`src/rtl/rle_stream_decoder.sv`:
```
// rle_stream_decoder
//
// Expands a stream of packed run-length packets arriving on the CPU bus into
// DATA_WIDTH-bit words written to consecutive RAM addresses.
//
// A session starts with two header words: the packet size P and the row count R.
// After that, each bus word carries floor(BUS_WIDTH/P) packets, packed MSB-first.
// A packet is {v, L}. L > 0 appends L copies of v to the fill register. L == 0
// ends a row and flushes any partial word, with its unfilled low bits zero.
//
// Ports
//   CLK, RST        clock; synchronous active-high reset
//   Loading_Enable  level; high = session active, low = abort / return to idle
//   CPU_Bus         input word
//   Bus_Valid       CPU_Bus holds a word
//   Bus_Ready       word is accepted this cycle (registered)
//   RAM_Write       one-cycle write strobe
//   RAM_Address     write address
//   RAM_Data        write data
//   Done_Element    pulse, mirrors RAM_Write
//   Done_Row        pulse per consumed row terminator
//   Done_Loading    level; all R rows decoded
//   Format_Error    level; illegal packet size in the header
module rle_stream_decoder #(
    parameter int ADDRESS_WIDTH = 13,
    parameter int DATA_WIDTH    = 64,
    parameter int BUS_WIDTH     = 32
) (
    input  logic                     CLK,
    input  logic                     RST,
    input  logic                     Loading_Enable,
    input  logic [BUS_WIDTH-1:0]     CPU_Bus,
    input  logic                     Bus_Valid,
    output logic                     Bus_Ready,
    output logic                     RAM_Write,
    output logic [ADDRESS_WIDTH-1:0] RAM_Address,
    output logic [DATA_WIDTH-1:0]    RAM_Data,
    output logic                     Done_Element,
    output logic                     Done_Row,
    output logic                     Done_Loading,
    output logic                     Format_Error
);

    localparam int FW = $clog2(DATA_WIDTH) + 1;
    localparam int OW = $clog2(BUS_WIDTH) + 2;
    localparam int CW = ((BUS_WIDTH > FW) ? BUS_WIDTH : FW) + 1;
    localparam logic [DATA_WIDTH-1:0] ONES = '1;

    typedef enum logic [2:0] {IDLE, HDR_SIZE, HDR_ROWS, DECODE, DONE, ERROR} state_t;

    state_t                   state;
    logic [5:0]               pkt_size;
    logic [15:0]              row_total;
    logic [15:0]              row_cnt;
    logic [BUS_WIDTH-1:0]     buf_word;
    logic                     buf_full;
    logic [OW-1:0]            lane_off;   // bit offset of the current lane from the MSB
    logic                     run_cont;   // a run is still being emitted across words
    logic                     run_val;
    logic [BUS_WIDTH-1:0]     run_rem;
    logic [DATA_WIDTH-1:0]    fill;
    logic [FW-1:0]            fill_cnt;
    logic [ADDRESS_WIDTH-1:0] wr_addr;

    // Current packet decode
    logic [BUS_WIDTH-1:0]  lane_bits;
    logic [BUS_WIDTH-1:0]  len_mask;
    logic [BUS_WIDTH-1:0]  pkt_len;
    logic [BUS_WIDTH-1:0]  cur_len;
    logic                  cur_val;
    logic                  is_term;
    logic                  last_lane;
    logic [FW-1:0]         space;
    logic                  completes;
    logic [BUS_WIDTH-1:0]  rem_next;
    logic [DATA_WIDTH-1:0] word_out;
    logic [DATA_WIDTH-1:0] fill_add;

    always_comb begin
        lane_bits = buf_word << lane_off;
        len_mask  = {BUS_WIDTH{1'b1}} >> (32'(BUS_WIDTH) + 32'd1 - 32'(pkt_size));
        pkt_len   = (lane_bits >> (32'(BUS_WIDTH) - 32'(pkt_size))) & len_mask;
        cur_val   = run_cont ? run_val : lane_bits[BUS_WIDTH-1];
        cur_len   = run_cont ? run_rem : pkt_len;
        is_term   = !run_cont && (pkt_len == '0);
        // No further whole packet fits after this lane
        last_lane = (32'(lane_off) + 32'(pkt_size) + 32'(pkt_size)) > 32'(BUS_WIDTH);
        space     = FW'(DATA_WIDTH) - fill_cnt;
        completes = CW'(cur_len) >= CW'(space);
        rem_next  = BUS_WIDTH'(CW'(cur_len) - CW'(space));
        word_out  = fill | (cur_val ? (ONES >> fill_cnt) : '0);
        fill_add  = cur_val ? ((ONES >> fill_cnt) & ~(ONES >> (CW'(fill_cnt) + CW'(cur_len)))) : '0;
    end

    always_ff @(posedge CLK) begin
        if (RST) begin
            state        <= IDLE;
            pkt_size     <= '0;
            row_total    <= '0;
            row_cnt      <= '0;
            buf_word     <= '0;
            buf_full     <= 1'b0;
            lane_off     <= '0;
            run_cont     <= 1'b0;
            run_val      <= 1'b0;
            run_rem      <= '0;
            fill         <= '0;
            fill_cnt     <= '0;
            wr_addr      <= '0;
            Bus_Ready    <= 1'b0;
            RAM_Write    <= 1'b0;
            RAM_Address  <= '0;
            RAM_Data     <= '0;
            Done_Element <= 1'b0;
            Done_Row     <= 1'b0;
            Done_Loading <= 1'b0;
            Format_Error <= 1'b0;
        end else begin
            RAM_Write    <= 1'b0;
            Done_Element <= 1'b0;
            Done_Row     <= 1'b0;
            if (!Loading_Enable) begin
                // Abort or end of session: drop everything, next session starts at address 0
                state        <= IDLE;
                Bus_Ready    <= 1'b0;
                Done_Loading <= 1'b0;
                Format_Error <= 1'b0;
                RAM_Address  <= '0;
                RAM_Data     <= '0;
                buf_full     <= 1'b0;
                lane_off     <= '0;
                run_cont     <= 1'b0;
                fill         <= '0;
                fill_cnt     <= '0;
                row_cnt      <= '0;
                wr_addr      <= '0;
            end else begin
                case (state)
                    IDLE: begin
                        state     <= HDR_SIZE;
                        Bus_Ready <= 1'b1;
                    end
                    HDR_SIZE: begin
                        if (Bus_Valid) begin
                            pkt_size <= CPU_Bus[5:0];
                            if (CPU_Bus[5:0] < 6'd2 || 32'(CPU_Bus[5:0]) > 32'(BUS_WIDTH)) begin
                                state        <= ERROR;
                                Format_Error <= 1'b1;
                                Bus_Ready    <= 1'b0;
                            end else begin
                                state <= HDR_ROWS;
                            end
                        end
                    end
                    HDR_ROWS: begin
                        if (Bus_Valid) begin
                            row_total <= CPU_Bus[15:0];
                            if (CPU_Bus[15:0] == 16'd0) begin
                                state        <= DONE;
                                Done_Loading <= 1'b1;
                                Bus_Ready    <= 1'b0;
                            end else begin
                                state <= DECODE;
                            end
                        end
                    end
                    DECODE: begin
                        if (!buf_full) begin
                            if (Bus_Ready && Bus_Valid) begin
                                buf_word  <= CPU_Bus;
                                buf_full  <= 1'b1;
                                lane_off  <= '0;
                                Bus_Ready <= 1'b0;
                            end
                        end else begin
                            if (is_term) begin
                                if (fill_cnt != '0) begin
                                    RAM_Write    <= 1'b1;
                                    Done_Element <= 1'b1;
                                    RAM_Address  <= wr_addr;
                                    RAM_Data     <= fill;
                                    wr_addr      <= wr_addr + ADDRESS_WIDTH'(1);
                                end
                                fill     <= '0;
                                fill_cnt <= '0;
                                Done_Row <= 1'b1;
                                row_cnt  <= row_cnt + 16'd1;
                            end else if (completes) begin
                                RAM_Write    <= 1'b1;
                                Done_Element <= 1'b1;
                                RAM_Address  <= wr_addr;
                                RAM_Data     <= word_out;
                                wr_addr      <= wr_addr + ADDRESS_WIDTH'(1);
                                fill         <= '0;
                                fill_cnt     <= '0;
                                run_val      <= cur_val;
                                run_rem      <= rem_next;
                                run_cont     <= (rem_next != '0);
                            end else begin
                                fill     <= fill | fill_add;
                                fill_cnt <= fill_cnt + FW'(cur_len);
                                run_cont <= 1'b0;
                            end

                            if (is_term && (row_cnt + 16'd1 == row_total)) begin
                                // Last row: any remaining lanes are discarded
                                state        <= DONE;
                                Done_Loading <= 1'b1;
                                buf_full     <= 1'b0;
                                Bus_Ready    <= 1'b0;
                            end else if (!(completes && !is_term && rem_next != '0)) begin
                                // Advance unless a run is still spilling into the next word
                                if (last_lane) begin
                                    buf_full  <= 1'b0;
                                    lane_off  <= '0;
                                    Bus_Ready <= 1'b1;
                                end else begin
                                    lane_off <= lane_off + OW'(pkt_size);
                                end
                            end
                        end
                    end
                    DONE: begin
                        Bus_Ready <= 1'b0;
                    end
                    ERROR: begin
                        Bus_Ready <= 1'b0;
                    end
                    default: begin
                        state <= IDLE;
                    end
                endcase
            end
        end
    end

endmodule

```
`config.mk`:
```
export PLATFORM = sky130hd
export DESIGN_NAME = rle_stream_decoder
export DESIGN_NICKNAME = d
export VERILOG_FILES = /design/src/rtl/rle_stream_decoder.sv
export SDC_FILE = /design/constraint.sdc
export NUM_CORES = 1
export LEC_CHECK = 0
export ABC_AREA = 1
export CAP_MARGIN = 20
export CORE_UTILIZATION = 50
export DETAILED_ROUTE_END_ITERATION = 8
export PLACE_DENSITY = 0.7
export REMOVE_ABC_BUFFERS = 1
export SETUP_SLACK_MARGIN = 0.4
export SLEW_MARGIN = 20
export SYNTH_ARGS = -nofsm -noshare
export SYNTH_HDL_FRONTEND = slang
export SYNTH_SLANG_ARGS = --single-unit
```
`constraint.sdc`:
```
create_clock -name CLK -period 16.3 [get_ports CLK]
set_input_delay 4.89 -clock CLK [delete_from_list [all_inputs] [get_ports CLK]]
set_output_delay 4.89 -clock CLK [all_outputs]
set_load 0.01 [all_outputs]
```
* Word level (Yosys, flattened, before mapping)
Index checks and enable logic that the tools add are counted.
** Word-level totals
- Register bits :: 281
- Input bits :: 36
- Output and inout port bits :: 83
- Word-level logic and storage cells :: 155
** Operators by class
- $add $sub $neg :: 11
- Order comparisons :: 4
- Equality and inequality tests :: 18
- Shift operators :: 5
- Mux-type cells :: 54
- Bitwise gates (word level) :: 10
- Reductions and logical operators :: 33
** Operators by type and width (count)
- 64-bit two-way mux :: 7
- 64-bit OR :: 2
- 13-bit two-way mux :: 6
- 64-bit AND :: 1
- 64-bit inverter :: 1
- 64-bit by 33-bit right shift with 64-bit output, first input constant :: 1
- 64-bit by 7-bit right shift with 64-bit output, first input constant :: 1
- 7-bit two-way mux :: 7
- 7-bit by 32-bit adder with 33-bit output :: 1
- 32-bit AND :: 1
- 32-bit by 7-bit >= comparator with 1-bit output :: 1
- 32-bit zero test :: 1
- 32-bit two-way mux :: 1
- 32-bit nonzero test :: 1
- 32-bit by 7-bit left shift with 32-bit output :: 1
- 32-bit by 32-bit right shift with 32-bit output :: 1
- 32-bit by 32-bit right shift with 32-bit output, first input constant :: 1
- 32-bit by 7-bit subtractor with 32-bit output :: 1
- 1-bit two-way mux :: 24
- 3-bit two-way mux :: 6
- 16-bit by 1-bit adder with 16-bit output, second input constant :: 1
- 16-bit equality test :: 1
- 16-bit zero test :: 1
- 2-bit != test, second input constant :: 8
- other kinds (34) :: 58

* Logic depth before layout (Yosys ltp)
Gate-level depths: netlist of the first run.
- Word-level depth :: 12
- Gate-level depth with buffers :: 50

* Worst setup path before layout of the first run
Ideal clock, no wire load.
- Path kind :: input to register
- Start :: in CPU_Bus[0]
- End :: reg Bus_Ready
- Setup time :: 0.115 ns
- Arrival time :: 6.011 ns
- Required time :: 16.185 ns
- Path slack :: 10.174 ns
- Stages on the path :: 11
- Path through :: or2_2 -> nor3_1 -> nand4_1 -> nand2_1 -> o21ai_0 -> a21oi_1 -> nand3_1 -> inv_1 -> nand3_1 -> nand2_1 -> nor2_1
** Between the ends
- Cells in the longest elaborated chain, start to end :: 4
** RTL lines
- from (decl) :: line 32 : input logic [BUS_WIDTH-1:0] CPU_Bus,
- 6-bit by 2-bit less-than comparator with 1-bit output or 6-bit greater-than comparator (tied branches) :: line 146 : if (CPU_Bus[5:0] < 6'd2 || 32'(CPU_Bus[5:0]) > 32'(BUS_WIDTH)) begin
- 1-bit logical OR :: line 146
- 2-bit != test (no line)
- 8-bit AND reduction (no line) *
- to (signal assigned) :: line 141 : Bus_Ready <= 1'b1;
- to (signal assigned) :: line 149 : Bus_Ready <= 1'b0;
- to (signal assigned) :: line 161 : Bus_Ready <= 1'b0;
- to (decl) :: line 34 : output logic Bus_Ready,
Mark *: on every way between the ends. The rest lies on a longest branch, timed or not.
A chain may end at the register's enable or synchronous reset.

* Final worst setup path of the first run
- Start :: reg lane_off[3]
- End :: reg lane_off[3]
** Between the ends
- Cells in the longest elaborated chain, start to end :: 10
** RTL lines
- from (decl) :: line 57 : logic [OW-1:0] lane_off;
- from (signal assigned) :: line 218 : lane_off <= lane_off + OW'(pkt_size);
- parallel branches: the longest is 10 deep, another holds 32-bit by 7-bit subtractor with 32-bit output
Parallel ways; which one is timed is not known. The select of a mux whose other input is x is not followed.

==> results of run 1 <==
-- layout make-up --
cell class	instances	area, um^2	share of cell area (%)
Clock inverter	14	195	0.885
Timing Repair Buffer	150	1420	6.44
Tap cell	511	639	2.90
Multi-Input combinational cell	2422	12200	55.1
Inverter	276	1040	4.70
Sequential cell	281	5630	25.5
Clock buffer	48	993	4.50
-- sequential cells by signal, summed over array words and instances (netlist names) --
signal / count
Bus_Ready: 1
Done_Element: 1
Done_Loading: 1
Done_Row: 1
Format_Error: 1
RAM_Address: 13
RAM_Data: 64
buf_full: 1
buf_word: 32
fill: 64
fill_cnt: 7
lane_off: 7
pkt_size: 6
row_cnt: 16
row_total: 16
run_cont: 1
run_rem: 32
run_val: 1
state: 3
wr_addr: 13
-- path summary, 6_finish.rpt --
kind | to | slack (ns) | cells after the start
setup / recovery | lane_off[3] | 8.42 | 31
hold / removal | fill[43] | 0.45 | 2
setup reg to reg | lane_off[3] | 8.42 | 31
hold reg to reg | fill[43] | 0.45 | 2
-- metal layers --
metal	vias to the layer above	part of all wire, %	GRT usage [%]
met3	132	8.2	6.23
met1	9935	45	47.4
li1	10600	-	-
met2	920	44	52.3
met5	-	0	0
met4	0	2.7	11.4
-- kinds of logic (layout without fill, tap and decap cells) --
logic type,after synthesis,in the layout,synth area share [%]
adder cells (fa/ha/maj),38,38,2.59
buffers and inverters,439,488,8.90
AO/OA/AOI/OAI,642,642,17.3
AND/OR/NAND/NOR,1675,1675,39.3
XOR/XNOR,67,67,3.01
flip-flops,281,281,28.9
-- worst max-delay path: cells and delay by family (launching register included) --
| kind | cells | cell delay, ns |
|---|---|---|
| compound gates | 5 | 1.27 |
| simple gates | 23 | 4.02 |
| flops | 1 | 0.93 |
| xor+xnor | 1 | 0.10 |
| fa+ha+maj | 1 | 0.35 |
| buf+inv | 1 | 1.08 |
-- per-stage QoR --
step,setup slack [ns],instance area (um^2)
6_report,8.42,22100
5_1_grt,7.68,22100
4_1_cts,8.64,22100
3_5_place_dp,8.68,20900
3_3_place_gp,8.70,20900
2_1_floorplan,6.15,18800
-- cells in the final DEF, fill, tap and decap left out, drive strengths merged --
| cell | count |
|---|---|
| clkdlybuf4s50 | 118 |
| o311ai | 2 |
| nor2 | 344 |
| a21boi | 1 |
| a221oi | 1 |
| o31ai | 2 |
| nand2 | 666 |
| o41ai | 2 |
| o22ai | 1 |
| o221ai | 1 |
| nor3b | 8 |
| buf | 32 |
| o21bai | 2 |
| fa | 4 |
| inv | 270 |
| nand4 | 75 |
| a21oi | 293 |
| nand3 | 509 |
| ha | 34 |
| o21ai | 279 |
| a211oi | 6 |
| nor4b | 1 |
| or2 | 16 |
| nor4 | 8 |
| o211ai | 13 |
| clkinv | 16 |
| bufinv | 3 |
| nand3b | 7 |
| o21a | 2 |
| nor3 | 40 |
| a31oi | 36 |
| xor2 | 54 |
| o2111ai | 1 |
| xnor2 | 13 |
| clkbuf | 48 |
| dfxtp | 281 |
| and3b | 1 |
| clkinvlp | 1 |
-- power by group --
group | internal [W] | switching (W) | total [W]
sequential | 0.000689 | 0.00000312 | 0.000693
combinational | 0.000108 | 0.000290 | 0.000398
clock | 0.000479 | 0.000323 | 0.000803
total | 0.00128 | 0.000616 | 0.00189
==> impl_metrics.ini, run 1 <==
[timing]
finalCritPeriodShare_pct = 48.3
fmax_mhz = 127
min_period_ns = 7.88
clock_skew_ns = 0.0256
worst-slew-pin-transition_ns = 1.07
setup_tns_ns = 0
holdWs_ns = 0.448
rsz0062_at_grt = false
relSlewSlack_pct = 28.7
final_max_slew_viol_count = 0
hold_viol_final = 0
setup_viol = 0

[yosys]
synth_edf_count = 0
synth_top_flop_cell = dfxtp_1
synth_top_area_share_pct = 28.9
synth_seq_cells = 281
synth_seq_area_share_pct = 28.9
async_reset_ff_share_pct = 0
synth_area_leader_cell = dfxtp_1
synth_area_um2 = 19500
yosysMostFrequentCell = nand2_1
yosysWarnings = 0
synth.area.top_cells = dfxtp_1, nand3_1, nand2_1, a21oi_1, o21ai_0
ys_types = 55
syn_area_per_cell_um2 = 6.20
syn_inst = 3142
synth_commonest_cells = nand2_1, nand3_1, nor2_1

[run]
maxCapViolCount = 0

[cts]
clk_pin_slew_ns = 0.06
clk_latency_ns = 0.56
cts_tree = done
postCtsHoldBufs = 0
cts-root-buf = clkbuf_16
post_cts_resized = 0
cts_buffers = 34
cts-htree-levels = 2
post-cts-setup-buffers = 0
cts.sinks = 281
clock_path_buffers = 3

[floorplan]
core-area_um2 = 38000
std_cell_rows = 71
die_area_um2 = 39800
die_w_um = 199
start_util_pct = 51.2
io_pins = 119
die_h_um = 199

[placement]
gp_congestion = 1.01
portBuffers = 118
hpwl_um = 49000
placed_cells = 3640

[grt]
grt_pass1_vias = 20100
grt_pass1_wl_um = 108000
grt_max_degree = 110
grtUsageTotal_pct = 34.0
antenna_found_initial = 0
grt_overflow = 0

[setup_path]
worstPathMaxFanout = 35
path_class = reg2reg
cp_slowest_stage_delay_ns = 1.08
cp-startpoint = lane_off[3]
worstPathRequired_ns = 16.80
slowest_stage = clkinv_1
crit_path_start_kind = register
cp_common_cell = nor2_1
r2r-start = lane_off[3]
end_kind = register
cp.arrival_ns = 8.38

[final_layout]
area_growth_pct = 13.3
layout.nets = 3239
fin_util_pct = 58.0
drive_gt1_share_pct = 6.36
fin_cells = 3702
diodes = 0
nFillCells = 3847

[min_path]
worstHoldPathType = reg2reg
hold_path.startpoint = fill[43]

[status]
status = completed

[routing]
vias_per_cell = 5.84
first_iter_violations = 2238
via_count = 21600
wl_per_cell_um = 18.1
dr.pass1.iters = 8
drtAntennaViolNets = 0
drc_errors = 0
drt_wl_total_um = 66900

[pwr]
p_per_area_nw_per_um2 = 85.8
total_power_w = 0.00189
peakVddDrop_mv = 0.0862
p_leak_nw = 9.28
Note: power is estimated with default switching activity, not from simulation.
==> run 2: changes to the inputs <==
--- a/config.mk
+++ b/config.mk
@@ -9,7 +9,7 @@
 export CAP_MARGIN = 20
 export CORE_UTILIZATION = 50
 export DETAILED_ROUTE_END_ITERATION = 8
-export PLACE_DENSITY = 0.7
+export PLACE_DENSITY = 0.73
 export REMOVE_ABC_BUFFERS = 1
 export SETUP_SLACK_MARGIN = 0.4
 export SLEW_MARGIN = 20
==> constraint.sdc (replaced) <==
create_clock -name CLK -period 6.8 [get_ports CLK]
set_input_delay 2.04 -clock CLK [delete_from_list [all_inputs] [get_ports CLK]]
set_output_delay 2.04 -clock CLK [all_outputs]
set_load 0.01 [all_outputs]
==> impl_metrics.ini, run 2 (synthesized netlist as in run 1, its figures left out) <==
[setup_path]
crit_path_start_kind = register
slowest_stage = nor3_4
worstPathRequired_ns = 7.28
cp.arrival_ns = 6.60
worstPathMaxFanout = 18
cp_slowest_stage_delay_ns = 0.38
cp_common_cell = nand2_1
path_class = reg2reg
end_kind = register

[timing]
worst-slew-pin-transition_ns = 0.974
setup_viol = 0
clock_skew_ns = 0.0398
rsz0062_at_grt = false
min_period_ns = 6.11
relSlewSlack_pct = 34.4
fmax_mhz = 164
finalCritPeriodShare_pct = 89.9
hold_viol_final = 0
fin_ws_ns = 0.687
final_max_slew_viol_count = 0

[cts]
cts.sinks = 281
cts-htree-levels = 2
cts_buffers = 34
cts_tree = done
clk_pin_slew_ns = 0.06
clk_latency_ns = 0.56
postCtsHoldBufs = 0
clock_path_buffers = 3
cts-root-buf = clkbuf_16

[routing]
wl_per_cell_um = 19.2
vias_per_cell = 5.93
first_iter_violations = 2209
drc_errors = 0
drtAntennaViolNets = 0
dr.pass1.iters = 7
drt_wl_total_um = 71800
via_count = 22200

[final_layout]
layout.nets = 3282
final_cell_mix = nand2_1, nand3_1, nor2_1
fin_util_pct = 60.1
diodes = 0
area_growth_pct = 17.3
final_common_cell = nand2_1
largestRegisters = RAM_Data x64, fill x64
nFillCells = 3803
drive_gt1_share_pct = 9.09

[grt]
grt_max_degree = 77
grt_pass1_wl_um = 111000
antenna_found_initial = 0
grt_pass1_vias = 20600
grtUsageTotal_pct = 35.5
grt_overflow = 0

[placement]
gp_congestion = 1.00
place_ws_ns = 0.258
hpwl_um = 52300
portBuffers = 118

[pwr]
peakVddDrop_mv = 0.204
p_leak_nw = 9.65
p_per_area_nw_per_um2 = 207

[floorplan]
start_util_pct = 51.2
io_pins = 119
std_cell_rows = 71
die_w_um = 199
die_area_um2 = 39800
core-area_um2 = 38000
die_h_um = 199

[status]
status = completed

[min_path]
worstHoldPathType = reg2reg

[run]
maxCapViolCount = 0
run 2: changes by cell type in the layout (fill, tap and decap cells not counted), moves of 8 or more:
cell	change
buf_12	+8
buf_4	+25
nand3_1	-18
nand3_2	+16
o21ai_0	-8
o21ai_2	+10
run 2: layout make-up:
| type | instances | area [um^2] | share of cell area (%) |
|---|---|---|---|
| multi-input cells | 2425 | 12400 | 54.5 |
| flip-flops and latches | 281 | 5630 | 24.6 |
| repair buffers | 190 | 1870 | 8.16 |
| inverters | 276 | 1060 | 4.64 |
| clock buffers | 47 | 950 | 4.16 |
| well taps | 511 | 639 | 2.80 |
| clock inverters | 14 | 260 | 1.14 |
run 2: worst paths after layout:
kind | cells past startpoint | end | slack, ns | start
worst min-delay path | 2 | fill[43] | 0.45 | fill[43]
worst max-delay path | 41 | lane_off[3] | 0.69 | lane_off[6]
worst min register to register | 2 | fill[43] | 0.45 | fill[43]
worst max register to register | 41 | lane_off[3] | 0.69 | lane_off[6]
run 2: critical path, delay by kind of cell (launching register included):
kind            cells  cell delay, ns
fa+ha+maj           1            0.33
xor+xnor            1            0.09
simple gates       27            3.10
compound gates      5            0.95
flops               1            0.35
buf+inv             7            1.21
run 2: power breakdown:
group / internal (W) / leakage [nW] / total, W / switching, W
clock: 0.00122 / 0.589 / 0.00200 / 0.000779
sequential: 0.00165 / 2.26 / 0.00166 / 0.00000686
combinational: 0.000312 / 6.80 / 0.00107 / 0.000759
run 2: timing repair:
action                                  CTS  global route
gates resized for setup                   2            93
endpoints found under the setup margin   42           184
pin swaps                                 0            15
endpoints found under the hold margin     0             0
buffers inserted                          0            13
gates cloned                              0             4
run 2: through the flow:
stage / hold slack (ns) / cell area, um^2 / setup TNS, ns / total power (W) / instances
after global placement: 0.434 / 21100 / 0 / 0.00265 / 3666
after detailed placement: 0.440 / 21100 / 0 / 0.00265 / 3666
after floorplan: 0.426 / 18800 / -500.94 / 0.00233 / 2979
after global routing: 0.463 / 22900 / 0 / 0.00488 / 3744
after CTS: 0.451 / 22300 / 0 / 0.00464 / 3727
final: 0.449 / 22900 / 0 / 0.00473 / 3744
run 2: routing by layer:
layer | GRT usage (%) | wire, um
met1 | 49.2 | 31900
met2 | 55.8 | 31500
met4 | 12.8 | 2400
met3 | 5.13 | 6000
met5 | 0 | 0
